<file path="src/rtl/sevenseg_scan_driver_if.sv">
// ---------------------------------------------------------------------------
// sevenseg_scan_driver_if
//   Bundles the stopwatch-facing digit/mode inputs and the display-facing
//   segment/anode outputs of the seven-segment scan driver.
//
//   Signals
//     min_first_cnt  [3:0]  BCD tens of minutes
//     min_second_cnt [3:0]  BCD units of minutes
//     sec_first_cnt  [3:0]  BCD tens of seconds
//     sec_second_cnt [3:0]  BCD units of seconds
//     adj                   adjust mode (enables blinking)
//     sel                   adjust target: 0 = minutes, 1 = seconds
//     an             [3:0]  anode enables, active-low (an[3] = min_first)
//     seg            [6:0]  segments {g,f,e,d,c,b,a}, active-low
//     dp                    decimal point, active-low
//
//   Modports
//     master : the counter side, drives digits/mode and observes the display
//     slave  : the scan driver itself
// ---------------------------------------------------------------------------
interface sevenseg_scan_driver_if;
  logic [3:0] min_first_cnt;
  logic [3:0] min_second_cnt;
  logic [3:0] sec_first_cnt;
  logic [3:0] sec_second_cnt;
  logic       adj;
  logic       sel;
  logic [3:0] an;
  logic [6:0] seg;
  logic       dp;

  modport master (
    output min_first_cnt, min_second_cnt, sec_first_cnt, sec_second_cnt,
    output adj, sel,
    input  an, seg, dp
  );

  modport slave (
    input  min_first_cnt, min_second_cnt, sec_first_cnt, sec_second_cnt,
    input  adj, sel,
    output an, seg, dp
  );
endinterface

</file>
<file path="src/rtl/sevenseg_scan_driver.sv">
// ---------------------------------------------------------------------------
// sevenseg_scan_driver
//   Time-multiplexes four BCD digits onto a 4-digit common-anode
//   seven-segment display. Each digit owns the shared segment lines for
//   REFRESH_DIV clocks. The four digits are captured together at the start
//   of every scan frame so one frame never shows two different counter
//   values. In adjust mode the selected digit pair blinks with a half-period
//   of BLINK_TICKS digit slots.
//
//   Parameters
//     REFRESH_DIV  system clocks per digit slot (>= 2)
//     BLINK_TICKS  digit slots per blink half-period (>= 1)
//     DP_EN        1 = light the decimal point on the min_second digit
//
//   Ports
//     clk  system clock
//     rst  asynchronous reset, active-low
//     bus  slave modport of sevenseg_scan_driver_if (digits, adj/sel in;
//          an/seg/dp out, all outputs registered)
// ---------------------------------------------------------------------------
module sevenseg_scan_driver #(
  parameter int REFRESH_DIV = 100000,
  parameter int BLINK_TICKS = 250,
  parameter int DP_EN       = 1
) (
  input  logic                  clk,
  input  logic                  rst,
  sevenseg_scan_driver_if.slave bus
);

  localparam int CNT_W = (REFRESH_DIV > 1) ? $clog2(REFRESH_DIV) : 1;
  localparam int BLK_W = (BLINK_TICKS > 1) ? $clog2(BLINK_TICKS) : 1;

  localparam logic [CNT_W-1:0] CNT_LAST = CNT_W'(REFRESH_DIV - 1);
  localparam logic [CNT_W-1:0] CNT_ONE  = CNT_W'(1);
  localparam logic [BLK_W-1:0] BLK_LAST = BLK_W'(BLINK_TICKS - 1);
  localparam logic [BLK_W-1:0] BLK_ONE  = BLK_W'(1);

  // Active-low {g,f,e,d,c,b,a}; anything outside 0..9 shows a dash.
  function automatic logic [6:0] f_decode(input logic [3:0] i_digit);
    logic [6:0] v;
    case (i_digit)
      4'd0:    v = 7'b1000000;
      4'd1:    v = 7'b1111001;
      4'd2:    v = 7'b0100100;
      4'd3:    v = 7'b0110000;
      4'd4:    v = 7'b0011001;
      4'd5:    v = 7'b0010010;
      4'd6:    v = 7'b0000010;
      4'd7:    v = 7'b1111000;
      4'd8:    v = 7'b0000000;
      4'd9:    v = 7'b0010000;
      default: v = 7'b0111111;
    endcase
    return v;
  endfunction

  logic [CNT_W-1:0]     r_refresh_cnt;
  logic [1:0]           r_idx;
  logic [3:0][3:0]      r_snap;
  logic [BLK_W-1:0]     r_blink_cnt;
  logic                 r_blink_phase;
  logic [3:0]           r_an;
  logic [6:0]           r_seg;
  logic                 r_dp;

  logic                 w_tick;
  logic                 w_frame_start;
  logic [1:0]           w_idx_next;
  logic [3:0][3:0]      w_live;
  logic [3:0]           w_digit;
  logic                 w_blank;
  logic [3:0]           w_an;
  logic [6:0]           w_seg;
  logic                 w_dp;

  // Packed so that index n lines up with an[n].
  assign w_live = {bus.min_first_cnt, bus.min_second_cnt,
                   bus.sec_first_cnt, bus.sec_second_cnt};

  // ---- slot timing ----
  assign w_tick        = (r_refresh_cnt == CNT_LAST);
  assign w_idx_next    = r_idx + 2'd1;
  assign w_frame_start = w_tick && (r_idx == 2'd3);

  always_ff @(posedge clk or negedge rst) begin
    if (!rst) begin
      r_refresh_cnt <= '0;
    end else if (w_tick) begin
      r_refresh_cnt <= '0;
    end else begin
      r_refresh_cnt <= r_refresh_cnt + CNT_ONE;
    end
  end

  always_ff @(posedge clk or negedge rst) begin
    if (!rst) begin
      r_idx <= 2'd3;
    end else if (w_tick) begin
      r_idx <= w_idx_next;
    end
  end

  // ---- frame snapshot ----
  always_ff @(posedge clk or negedge rst) begin
    if (!rst) begin
      r_snap <= '0;
    end else if (w_frame_start) begin
      r_snap <= w_live;
    end
  end

  // ---- blink timing ----
  // Leaving adjust mode clears the blink state on every clock, so that a
  // toggle coinciding with adj falling still leaves the phase at 0.
  always_ff @(posedge clk or negedge rst) begin
    if (!rst) begin
      r_blink_cnt   <= '0;
      r_blink_phase <= 1'b0;
    end else if (!bus.adj) begin
      r_blink_cnt   <= '0;
      r_blink_phase <= 1'b0;
    end else if (w_tick) begin
      if (r_blink_cnt == BLK_LAST) begin
        r_blink_cnt   <= '0;
        r_blink_phase <= ~r_blink_phase;
      end else begin
        r_blink_cnt   <= r_blink_cnt + BLK_ONE;
      end
    end
  end

  // ---- next slot contents ----
  // The frame-start slot shows the live digit being captured on that same
  // edge; the snapshot register only holds it from the next clock.
  assign w_digit = (r_idx == 2'd3) ? w_live[w_idx_next] : r_snap[w_idx_next];

  // The blink phase used is the one in effect before this tick's update.
  // idx[1] = 1 marks the minute pair, idx[1] = 0 the second pair.
  assign w_blank = bus.adj && r_blink_phase &&
                   (bus.sel ? !w_idx_next[1] : w_idx_next[1]);

  assign w_an  = w_blank ? 4'b1111    : ~(4'b0001 << w_idx_next);
  assign w_seg = w_blank ? 7'b1111111 : f_decode(w_digit);
  assign w_dp  = !((DP_EN != 0) && (w_idx_next == 2'd2));

  // ---- output registers ----
  always_ff @(posedge clk or negedge rst) begin
    if (!rst) begin
      r_an  <= 4'b1111;
      r_seg <= 7'b1111111;
      r_dp  <= 1'b1;
    end else if (w_tick) begin
      r_an  <= w_an;
      r_seg <= w_seg;
      r_dp  <= w_dp;
    end
  end

  assign bus.an  = r_an;
  assign bus.seg = r_seg;
  assign bus.dp  = r_dp;

endmodule
</file>
<file path="src/flat_wrapper.sv">
// flat-port wrapper written by rule: the top's interface ports become plain ports
module sevenseg_scan_driver_flat 
#(
  parameter int REFRESH_DIV = 100000,
  parameter int BLINK_TICKS = 250,
  parameter int DP_EN       = 1
)
  (clk, rst, bus_min_first_cnt, bus_min_second_cnt, bus_sec_first_cnt, bus_sec_second_cnt, bus_adj, bus_sel, bus_an, bus_seg, bus_dp);
  sevenseg_scan_driver_if bus_i ();
  input  logic clk;
  input  logic rst;
  input wire logic [$bits(bus_i.min_first_cnt)-1:0] bus_min_first_cnt;
  input wire logic [$bits(bus_i.min_second_cnt)-1:0] bus_min_second_cnt;
  input wire logic [$bits(bus_i.sec_first_cnt)-1:0] bus_sec_first_cnt;
  input wire logic [$bits(bus_i.sec_second_cnt)-1:0] bus_sec_second_cnt;
  input wire logic [$bits(bus_i.adj)-1:0] bus_adj;
  input wire logic [$bits(bus_i.sel)-1:0] bus_sel;
  output wire logic [$bits(bus_i.an)-1:0] bus_an;
  output wire logic [$bits(bus_i.seg)-1:0] bus_seg;
  output wire logic [$bits(bus_i.dp)-1:0] bus_dp;
  assign bus_i.min_first_cnt = bus_min_first_cnt;
  assign bus_i.min_second_cnt = bus_min_second_cnt;
  assign bus_i.sec_first_cnt = bus_sec_first_cnt;
  assign bus_i.sec_second_cnt = bus_sec_second_cnt;
  assign bus_i.adj = bus_adj;
  assign bus_i.sel = bus_sel;
  assign bus_an = bus_i.an;
  assign bus_seg = bus_i.seg;
  assign bus_dp = bus_i.dp;
  sevenseg_scan_driver #(.REFRESH_DIV(REFRESH_DIV), .BLINK_TICKS(BLINK_TICKS), .DP_EN(DP_EN)) u_core (.clk(clk), .rst(rst), .bus(bus_i));
endmodule
</file>
<file path="config.mk">
export PLATFORM = sky130hd
export DESIGN_NAME = sevenseg_scan_driver_flat
export DESIGN_NICKNAME = d
export VERILOG_FILES = /design/src/rtl/sevenseg_scan_driver_if.sv /design/src/rtl/sevenseg_scan_driver.sv /design/src/flat_wrapper.sv
export SDC_FILE = /design/constraint.sdc
export NUM_CORES = 1
export LEC_CHECK = 0
export ABC_AREA = 1
export BUFFER_PORTS_ARGS = -buffer_cell sky130_fd_sc_hd__buf_2
export CORE_ASPECT_RATIO = 1.5
export CORE_MARGIN = 4
export CORE_UTILIZATION = 54
export DETAILED_ROUTE_END_ITERATION = 12
export GPL_ROUTABILITY_DRIVEN = 0
export GPL_TIMING_DRIVEN = 1
export PLACE_DENSITY = 0.86
export SLEW_MARGIN = 20
export SYNTH_ARGS = -nofsm -noshare
export SYNTH_HDL_FRONTEND = slang
export SYNTH_SLANG_ARGS = --single-unit
</file>
<file path="constraint.sdc">
create_clock -name clk -period 2.27 [get_ports clk]
set_input_delay 0.454 -clock clk [delete_from_list [all_inputs] [get_ports clk]]
set_output_delay 0.454 -clock clk [all_outputs]
set_load 0.05 [all_outputs]
</file>
==> results.md, run 1 <==
- Hold_ws: 0.117 ns
- LEAKAGE: 2.00 nW
- Total Routed Length: 6.95 mm
- Sink Count: 56
- Htree depth: 2
- CTS tree: done
- Highest-delay cell along the critical path: dfstp_2
- I/O pins: 32
- Vias in the first global route: 2,850
- Die X: 73.3 microns
- Layout area overhead: 9.30%
- Synth cell count leaders: nand2_1 (96), inv_1 (65), nor2_1 (44), dfrtp_1 (42), nand3_1 (42)
- Slowest stage delay, CP: 0.57 ns
- Number of synthesis warnings: 0
- Power after layout: 1.73 mW
- Largest net degree at the start of global routing: 33
- Netlist cell types: 36
- Area of the multi-input gates: 1650 sq um
- Initial core utilization: 56.0%
- Crit path max fanout: 6
- Crit path required time: 2.52 ns
- Pins Over Slew Limit: 0
- Max Root-Sink Buffers: 2
- Layout cells sized above 1: 23.9%
- Dominant synthesized flop cell: dfrtp_1
- Post-synthesis simple-gate area fraction: 30.4%
- Adder-cell area share of the yosys netlist: 5.07%
- Peak Freq: 0.465 GHz
- Pre-antenna DRT Iters: 4
- Tot GR Track Use: 19.2%
- Rel. slew slack: 62.0%
- Compound-Gate Fraction of Synth Area: 9.49%
- Worst Setup End Kind: flop
- Final Skew: 0.00927 ns
- Port bufs: 31
- Minimum clock period: 2.15 ns
- Post-synthesis sequential area ratio: 41.1%
- Status: finished clean
- Final setup fails: 0
- Die area: 7770 sq um
- Synth area leader: dfrtp_1
- Max-cap violation count: 0
- Pwr dens: 457 nW/um^2
- Syn_area_per_cell: 7.98 sq um
- First-pass GRT wire length: 12.0 mm
- Synth async-reset ratio: 100%
- Min-delay worst type: input pin to asynchronous set/reset pin
- Fill cells: 546
- Max VDD drop: 337 uV
- Clock transition at path regs: 0.10 ns
- Most frequent cell after synthesis: nand2_1
- Syn nets: 467
- Area of the mapped netlist: 3460 sq um
- Post-synth EDFFs: 0
- Final hold vios: 0
- Row count: 35
- Post-Synth XOR/XNOR Area: 2.03%
- Multiplexer share of the synthesized area: 0%
- Via count: 2,828
- Mapped Cells: 433
- Clock Latency Late Sink: 0.31 ns
- Top cell type's share of synthesized area: 30.4%
- DRC errors left: 0
- Top post-synthesis cells by area: dfrtp_1 (30%), dfstp_2 (11%), nand2_1 (10%)
- CP Cell Sequence: inv_1 > ha_4 > buf_4 > nand3_1 > nand2_1 > o21ai_4 > inv_1 > ha_1 > inv_1 > nand3_1 > nand2_1 > nor2_1 > nor2_1 > nor2_1
- Nets: 501
- Via density: 5.22
- Placeable Area: 6170 sq um
- Antenna viol nets, final: 0
- Inserted Diodes: 0
- Worst Tran Pin Value: 0.571 ns
- Worst setup SP type: flop
- Kind of critical path: flop to flop
- Clock root buffer: clkbuf_8
- CP arrival: 2.40 ns
- Initial antenna violation count: 0
- First DRT Iteration DRCs: 170
- Wirelength per Cell: 12.8 microns
- Combinational family with the most area after synthesis: simple AND/OR/NAND/NOR gates
- Register bit total from synthesis: 56
- Final worst path period share: 94.7%
- GR Overflow Total: 0
- Die H: 106 microns
- DPL Wire Length: 5.25 mm
- Sequential cell area: 1420 sq um
- Num CTS Buffers: 5
[layout make-up]
type                       instances  area share (%)
clock buffer                       6            1.92
tap                               74            2.45
timing repair buffer              39            6.03
clock inverter                     2           0.927
inverter                          72            7.55
sequential                        56            37.6
multi-input combinational        293            43.6
[final timing paths]
kind                                              startpoint                                  to  slack (ns)  cells past startpoint
max in group asynchronous                                rst        u_core.bus.an[2]$_DFFE_PN1N_        1.51                      2
min in group clk                        bus_min_first_cnt[1]       u_core.r_snap[13]$_DFFE_PN0P_        0.40                      3
min                                                      rst  u_core.r_refresh_cnt[13]$_DFF_PN0_        0.12                      1
max                              u_core.r_idx[1]$_DFFE_PN1N_       u_core.bus.seg[5]$_DFFE_PN1N_        0.12                     14
max reg2reg                      u_core.r_idx[1]$_DFFE_PN1N_       u_core.bus.seg[5]$_DFFE_PN1N_        0.12                     14
min reg2reg                u_core.r_refresh_cnt[0]$_DFF_PN0_   u_core.r_refresh_cnt[0]$_DFF_PN0_        0.47                      1
[report_power, final]
part	internal, mW	total [mW]	switching (mW)
Sequential	0.998	0.998	0
Clock	0.328	0.657	0.329
Combinational	0.0230	0.0710	0.0480
[layout by cell type, fill, tap and decap left out, types with 2 or more instances in the layout]
cell type,n
nor3_1,6
dfrtp_1,42
buf_2,31
or2_2,2
o21ai_2,17
inv_2,4
nand4_1,6
nand2_4,3
inv_6,2
nor2_1,44
nand2_1,96
inv_1,65
a21oi_2,2
xor2_1,8
nand2_2,9
clkbuf_8,5
nand3_1,42
nor4_1,3
ha_1,13
buf_4,7
dfstp_2,14
nor2_4,3
o21ai_0,12
a21oi_1,13
nor2_2,2
[registers in the layout (all words and copies together) (netlist names)]
| register | cells |
|---|---|
| u_core.bus.dp | 1 |
| u_core.bus.an | 4 |
| u_core.r_blink_cnt | 8 |
| u_core.r_blink_phase | 1 |
| u_core.r_refresh_cnt | 17 |
| u_core.r_snap | 16 |
| u_core.bus.seg | 7 |
| u_core.r_idx | 2 |
[what timing repair did]
action / 4_1_cts / 5_1_grt
endpoints found under the setup margin: 0 / 5
hold buffers: 0 / 0
hold endpoints to repair: 0 / 0
resized for setup: 0 / 1
buffers inserted: 0 / 4
[routing by layer]
metal,share of wire (%),global-route usage (%),vias up
met5,0,0,-
met4,2.8,8.42,0
met3,3.6,2.74,19
met2,55,36.2,61
met1,38,20.3,1317
li1,-,-,1431
[cells by family after synthesis]
logic type      count (synthesis)
xor+xnor                        8
fa+ha+maj                      14
simple gates                  222
compound gates                 49
buf+inv                        84
flops                          56
[worst max-delay path, delay by kind of cell, from the launching register on]
| kind | cells | cell delay [ns] |
|---|---|---|
| adders and majority gates | 2 | 0.47 |
| buffers and inverters | 4 | 0.38 |
| AOI/OAI and AO/OA | 1 | 0.17 |
| and+or+nand+nor | 7 | 0.50 |
| DFF | 1 | 0.57 |
[through the flow]
step / utilization, % / worst slack [ns] / setup TNS, ns / std cells / area, sq um
floorplan: - / 0.0184 / 0 / 433 / 3470
global placement: 58.8 / 0.139 / 0 / 530 / 3630
detailed placement: 58.8 / 0.0365 / 0 / 530 / 3630
CTS: 60.6 / 0.0137 / 0 / 538 / 3740
global route: 61.2 / -0.0173 / -0.0173 / 542 / 3780
finish: 61.2 / 0.121 / 0 / 542 / 3780
Power figures use the tool's default switching activity.
==> run 2, diff against run 1 <==
--- a/config.mk
+++ b/config.mk
@@ -14,6 +14,7 @@
 export GPL_ROUTABILITY_DRIVEN = 0
 export GPL_TIMING_DRIVEN = 1
 export PLACE_DENSITY = 0.86
+export RECOVER_POWER = 50
 export SLEW_MARGIN = 20
 export SYNTH_ARGS = -nofsm -noshare
 export SYNTH_HDL_FRONTEND = slang
==> results.md, run 2 (synthesis gave the netlist of run 1 again) <==
- Combinational fraction of design power: 3.9% (-0.2 points)
- Via density: 5.22 (about the same)
- Highest-delay cell along the critical path: dfstp_2
- Die X: 73.3 microns (unchanged)
- Die area: 7770 sq um (unchanged)
- Num CTS Buffers: 5 (unchanged)
- Reg-to-reg slack, setup: 0.12 ns (about the same)
- Slowest stage delay, CP: 0.57 ns (about the same)
- Cell count after placement: 530 (unchanged)
- Layout area overhead: 8.62%
- Via count: 2,830 (+0.071%)
- Clock Power Share: 38.2% (about the same)
- Port bufs: 31 (unchanged)
- Max Root-Sink Buffers: 2 (unchanged)
- Htree depth: 2 (unchanged)
- Largest net degree at the start of global routing: 33 (unchanged)
- Placeable Area: 6170 sq um (unchanged)
- Switch Pwr: 0.377 mW (-0.12%)
- CTS tree: done
- GR Overflow Total: 0 (unchanged)
- Pre-antenna DRT Iters: 4 (unchanged)
- Initial core utilization: 56.0% (unchanged)
- Nets: 501 (unchanged)
- Final Skew: 0.00894 ns (-0.000323 ns)
- Final setup fails: 0 (unchanged)
- Pins Over Slew Limit: 0 (unchanged)
- Max-cap violation count: 0 (unchanged)
- Status: finished clean
- Flop pwr share: 57.9% (about the same)
- LEAKAGE: 1.99 nW (-0.41%)
- Worst setup SP type: flop
- Worst Tran Pin Value: 1.29 ns (+0.717 ns)
- Max reg flops: 17 (unchanged)
- Clock Latency Late Sink: 0.31 ns (about the same)
- CTS Hold Bufs: 0 (unchanged)
- Sw Share: 21.9% (about the same)
- Inserted Diodes: 0 (unchanged)
- Final worst path period share: 94.7% (about the same)
- Tot GR Track Use: 19.2% (unchanged)
- Clock transition at path regs: 0.10 ns (about the same)
- Crit path max fanout: 6 (unchanged)
- Worst Setup End Kind: flop
- Layout cells sized above 1: 23.5% (-0.43 points)
- CP arrival: 2.40 ns (about the same)
- Hold_ws: 0.389 ns (+0.272 ns)
- Fin area: 3750 sq um (-0.63%)
- CP Cell Sequence: inv_1 > ha_4 > buf_4 > nand3_1 > nand2_1 > o21ai_4 > inv_1 > ha_1 > inv_1 > nand3_1 > nand2_1 > nor2_1 > nor2_1 > nor2_1
- Minimum clock period: 2.15 ns (+0.0000100 ns)
- Initial antenna violation count: 0 (unchanged)
- Min-delay worst type: input pin to asynchronous set/reset pin
- First-pass GRT wire length: 12.0 mm (unchanged)
- Pwr dens: 459 nW/um^2 (+0.42%)
- Int Power: 1.35 mW (-0.24%)
- Power after layout: 1.72 mW (-0.21%)
- DPL Wire Length: 5.25 mm (unchanged)
- Final hold vios: 0 (unchanged)
- Most common cell after layout, fill and taps aside: nand2_1
- Die H: 106 microns (unchanged)
- First DRT Iteration DRCs: 167 (-1.8%)
- Antenna viol nets, final: 0 (unchanged)
- Total Routed Length: 6.96 mm (about the same)
- Kind of critical path: flop to flop
- Row count: 35 (unchanged)
- Sink Count: 56 (unchanged)
- Largest Register: u_core.r_refresh_cnt
- I/O pins: 32 (unchanged)
- Clock root buffer: clkbuf_8
- Rel. slew slack: 14.2% (-48 points)
- Peak Freq: 0.465 GHz (about the same)
- Post-route non-filler standard cell count: 542 (unchanged)
- DRC errors left: 0 (unchanged)
- Placed cell areas: 3630 sq um (unchanged)
- Regs by FF count: u_core.r_refresh_cnt: 17 flops, u_core.r_snap: 16 flops, u_core.r_blink_cnt: 8 flops
- Wirelength per Cell: 12.8 microns (about the same)
- Crit path required time: 2.52 ns (about the same)
- Vias in the first global route: 2,850 (unchanged)
- Max VDD drop: 337 uV (about the same)
- Most frequent cells in the layout: nand2_1 (96), inv_1 (65), nor2_1 (45)
[run 2: worst paths after layout]
path | startpoint | endpoint | cells past startpoint
min in group clk | bus_min_first_cnt[1] | u_core.r_snap[13]$_DFFE_PN0P_ | 3
setup / recovery | u_core.r_idx[1]$_DFFE_PN1N_ | u_core.bus.seg[5]$_DFFE_PN1N_ | 14
hold reg to reg | u_core.r_refresh_cnt[0]$_DFF_PN0_ | u_core.r_refresh_cnt[0]$_DFF_PN0_ | 1
hold / removal | rst | u_core.r_refresh_cnt[13]$_DFF_PN0_ | 1
setup reg to reg | u_core.r_idx[1]$_DFFE_PN1N_ | u_core.bus.seg[5]$_DFFE_PN1N_ | 14
max in group asynchronous | rst | u_core.r_snap[6]$_DFFE_PN0P_ | 2
[run 2: area by class of cell]
class                   instances  area, sq um
fillers                       550         2420
multi-input cells             293         1640
flip-flops and latches         56         1420
inverters                      72          285
repair buffers                 39          211
well taps                      74         92.6
clock buffers                   6         72.6
clock inverters                 2         35.0
[run 2: worst max-delay path, delay by kind of cell (launching register included)]
kind	cells	cell delay, ns
buffers and inverters	4	0.38
adders and majority gates	2	0.47
AOI/OAI and AO/OA	1	0.17
DFF	1	0.57
and+or+nand+nor	7	0.50
[run 2: through the flow]
step | utilization [%] | TNS (ns) | worst slack, ns
after floorplan | - | 0 | 0.0184
final | 60.8 | 0 | 0.121
after detailed placement | 58.8 | 0 | 0.0365
after global routing | 60.8 | -0.0173 | -0.0173
after global placement | 58.8 | 0 | 0.139
after CTS | 60.6 | 0 | 0.0137
[run 2: repair_timing]
item | in CTS | in global routing
endpoints found under the setup margin | 0 | 5
setup buffers | 0 | 4
gates resized for setup | 0 | 1
[run 2: power by group through the flow]
| stage | Combinational (mW) | Sequential (mW) | Clock [mW] |
|---|---|---|---|
| after floorplan | 0.0274 | 1.02 | 0 |
| after global placement | 0.0714 | 1.02 | 0 |
| after detailed placement | 0.0734 | 1.02 | 0 |
| after CTS | 0.0736 | 0.998 | 0.671 |
| after global routing | 0.0789 | 0.998 | 0.699 |
| final | 0.0673 | 0.998 | 0.657 |
[run 2: routing by layer]
metal | share of wire, % | track usage [%] | wire, microns | up-vias
met5 | 0 | 0 | 0 | -
met4 | 2.8 | 8.42 | 193 | 0
met3 | 3.7 | 2.74 | 254 | 19
met2 | 55 | 36.2 | 3840 | 61
met1 | 38 | 20.3 | 2670 | 1320
li1 | - | - | - | 1430
==> run 3, diff against run 2 <==
--- a/config.mk
+++ b/config.mk
@@ -9,12 +9,14 @@
 export BUFFER_PORTS_ARGS = -buffer_cell sky130_fd_sc_hd__buf_2
 export CORE_ASPECT_RATIO = 1.5
 export CORE_MARGIN = 4
-export CORE_UTILIZATION = 54
+export CORE_UTILIZATION = 45
 export DETAILED_ROUTE_END_ITERATION = 12
 export GPL_ROUTABILITY_DRIVEN = 0
 export GPL_TIMING_DRIVEN = 1
-export PLACE_DENSITY = 0.86
+export HOLD_SLACK_MARGIN = 0.03
+export PLACE_DENSITY = 0.76
 export RECOVER_POWER = 50
+export REMOVE_ABC_BUFFERS = 1
 export SLEW_MARGIN = 20
 export SYNTH_ARGS = -nofsm -noshare
 export SYNTH_HDL_FRONTEND = slang
==> results.md, run 3 (synthesis gave the netlist of run 1 again) <==
- Util after Layout: 51.0% (-9.8 points)
- Pwr dens: 423 nW/um^2 (-7.8%)
- Min-delay worst type: input pin to flop
- Peak Freq: 0.480 GHz (+3.1%)
- Int Power: 1.24 mW (-8.2%)
- Area of the multi-input gates: 1640 sq um (unchanged)
- Most frequent cells in the layout: nand2_1 (96), inv_1 (65), nor2_1 (45)
- Reg-to-reg slack, setup: 0.19 ns (+0.07 ns)
- Placeable Area: 7370 sq um (+19%)
- Crit path required time: 2.52 ns (about the same)
- Cell count after placement: 558 (+5.3%)
- Switch Pwr: 0.356 mW (-5.4%)
- Clock transition at path regs: 0.09 ns (about the same)
- Largest net degree at the start of global routing: 57 (+73%)
- Layout cells sized above 1: 23.5% (unchanged)
- Max reg flops: 17 (unchanged)
- Post-route non-filler standard cell count: 568 (+4.8%)
- Sink Count: 56 (unchanged)
- Initial core utilization: 46.9% (-9.1 points)
- Grt met3 use: 2.90% (+0.16 points)
- Combinational fraction of design power: 4.2% (+0.3 points)
- Regs by FF count: u_core.r_refresh_cnt: 17 flops, u_core.r_snap: 16 flops, u_core.r_blink_cnt: 8 flops
- Clock root buffer: clkbuf_8
- Nets: 501 (unchanged)
- DPL Wire Length: 5.21 mm (-0.77%)
- Via count: 2,768 (-2.2%)
- Setup TNS: 0 ns (unchanged)
- Num CTS Buffers: 5 (unchanged)
- Largest Register: u_core.r_refresh_cnt
- Met2 Use GR: 28.1% (-8.1 points)
- Wirelength per Cell: 11.9 microns (-7.0%)
- Power after layout: 1.59 mW (-7.6%)
- Rel. slew slack: 10.2% (-4.0 points)
- Kind of critical path: flop to flop
- Worst setup SP type: flop
- Minimum clock period: 2.08 ns (-0.0651 ns)
- CP arrival: 2.33 ns (-0.07 ns)
- Total Routed Length: 6.78 mm (-2.6%)
- Worst Tran Pin Value: 1.35 ns (+0.0600 ns)
- DRC errors left: 0 (unchanged)
- CTS Hold Bufs: 0 (unchanged)
- Sw Share: 22.4% (+0.53 points)
- I/O pins: 32 (unchanged)
- Die X: 79.6 microns (+8.5%)
- First-pass GRT wire length: 11.9 mm (-0.80%)
- Placed cell areas: 3670 sq um (+0.96%)
- Layout area overhead: 8.83%
- Status: finished clean
- GR Overflow Total: 0 (unchanged)
- Port bufs: 31 (unchanged)
- Vias in the first global route: 2,716 (-4.7%)
- Inserted Diodes: 0 (unchanged)
- Hold_ws: 0.406 ns (+0.0166 ns)
- LEAKAGE: 1.98 nW (-0.49%)
- Antenna viol nets, final: 0 (unchanged)
- Clock Power Share: 33.1% (-5.1 points)
- Dpl ws: 0.0692 ns (+0.0327 ns)
- Max Root-Sink Buffers: 2 (unchanged)
- CTS tree: done
- Most common cell after layout, fill and taps aside: nand2_1
- Tot GR Track Use: 16.2% (-3.0 points)
- Final Skew: 0.00743 ns (-0.00151 ns)
- Die H: 115 microns (+8.8%)
- Busiest layer in global routing: met2
- Fin area: 3760 sq um (+0.20%)
- Clock Latency Late Sink: 0.31 ns (about the same)
- Pins Over Slew Limit: 0 (unchanged)
- Final worst path period share: 91.8% (-2.9 points)
- Final hold vios: 0 (unchanged)
- Final setup margin: 0.186 ns (+0.0651 ns)
- Htree depth: 2 (unchanged)
- Fill cells: 700 (+27%)
- Flop pwr share: 62.7% (+4.8 points)
- RSZ-0062 raised after global routing: no
- Sequential cell area: 1420 sq um (unchanged)
- Pre-antenna DRT Iters: 4 (unchanged)
- First DRT Iteration DRCs: 140 (-16%)
- Max VDD drop: 335 uV (-0.54%)
- Row count: 38 (+8.6%)
- GR Layer Usage met1: 18.9% (-1.4 points)
- Max-cap violation count: 0 (unchanged)
- Via density: 4.87 (-6.7%)
- Crit path max fanout: 19 (+13)
- Initial antenna violation count: 0 (unchanged)
- Die area: 9170 sq um (+18%)
- Worst Setup End Kind: flop
- Final setup fails: 0 (unchanged)
[run 3: cell count changes in the layout (fill, tap and decap cells not counted)]
cell | previous run | this run
buf_2 | 30 | 31
bufinv_16 | 1 | 0
[run 3: worst max-delay path, stage by stage (launching register included)]
cell and delay, ns:
dfstp_2 0.58, buf_4 0.24, ha_1 0.23, buf_4 0.19
nand3_1 0.10, nand2_2 0.11, ha_1 0.24, inv_1 0.05
nor2_1 0.04, nand3b_1 0.15, nand2_1 0.06, inv_1 0.03
[run 3: what timing repair did]
item | 4_1_cts | 5_1_grt
gates resized for setup | 0 | 3
setup endpoints to repair | 0 | 5
setup buffers | 0 | 2
[run 3: routing by layer]
metal | vias to the layer above | share of wire [%]
met4 | 0 | 3.7
met5 | - | 0
li1 | 1426 | -
met3 | 27 | 3.6
met2 | 66 | 51
met1 | 1249 | 42
[run 3: final cells by class]
type                       instances  share of cell area, %
multi-input combinational        293                   43.5
sequential                        56                   37.7
inverter                          72                   7.58
timing repair buffer              39                   5.66
tap                              100                   3.33
clock buffer                       7                   2.03
clock inverter                     1                  0.133
[run 3: final timing paths]
path	from	to	depth (start not counted)
worst min-delay path	bus_sec_second_cnt[1]	u_core.r_snap[1]$_DFFE_PN0P_	3
worst max-delay path	u_core.r_idx[0]$_DFFE_PN1N_	u_core.bus.seg[1]$_DFFE_PN1N_	11
max in group asynchronous	rst	u_core.r_snap[9]$_DFFE_PN0P_	2
min in group asynchronous	rst	u_core.r_refresh_cnt[9]$_DFF_PN0_	2
worst min register to register	u_core.r_refresh_cnt[0]$_DFF_PN0_	u_core.r_refresh_cnt[0]$_DFF_PN0_	1
worst max register to register	u_core.r_idx[0]$_DFFE_PN1N_	u_core.bus.seg[1]$_DFFE_PN1N_	11
[run 3: power by group through the flow]
stage / combinational (mW) / sequential, mW / clock [mW]
final: 0.0671 / 0.998 / 0.527
after floorplan: 0.0253 / 1.02 / 0
after global routing: 0.0783 / 0.999 / 0.596
after detailed placement: 0.0726 / 1.02 / 0
after global placement: 0.0724 / 1.02 / 0
after CTS: 0.0728 / 0.998 / 0.546
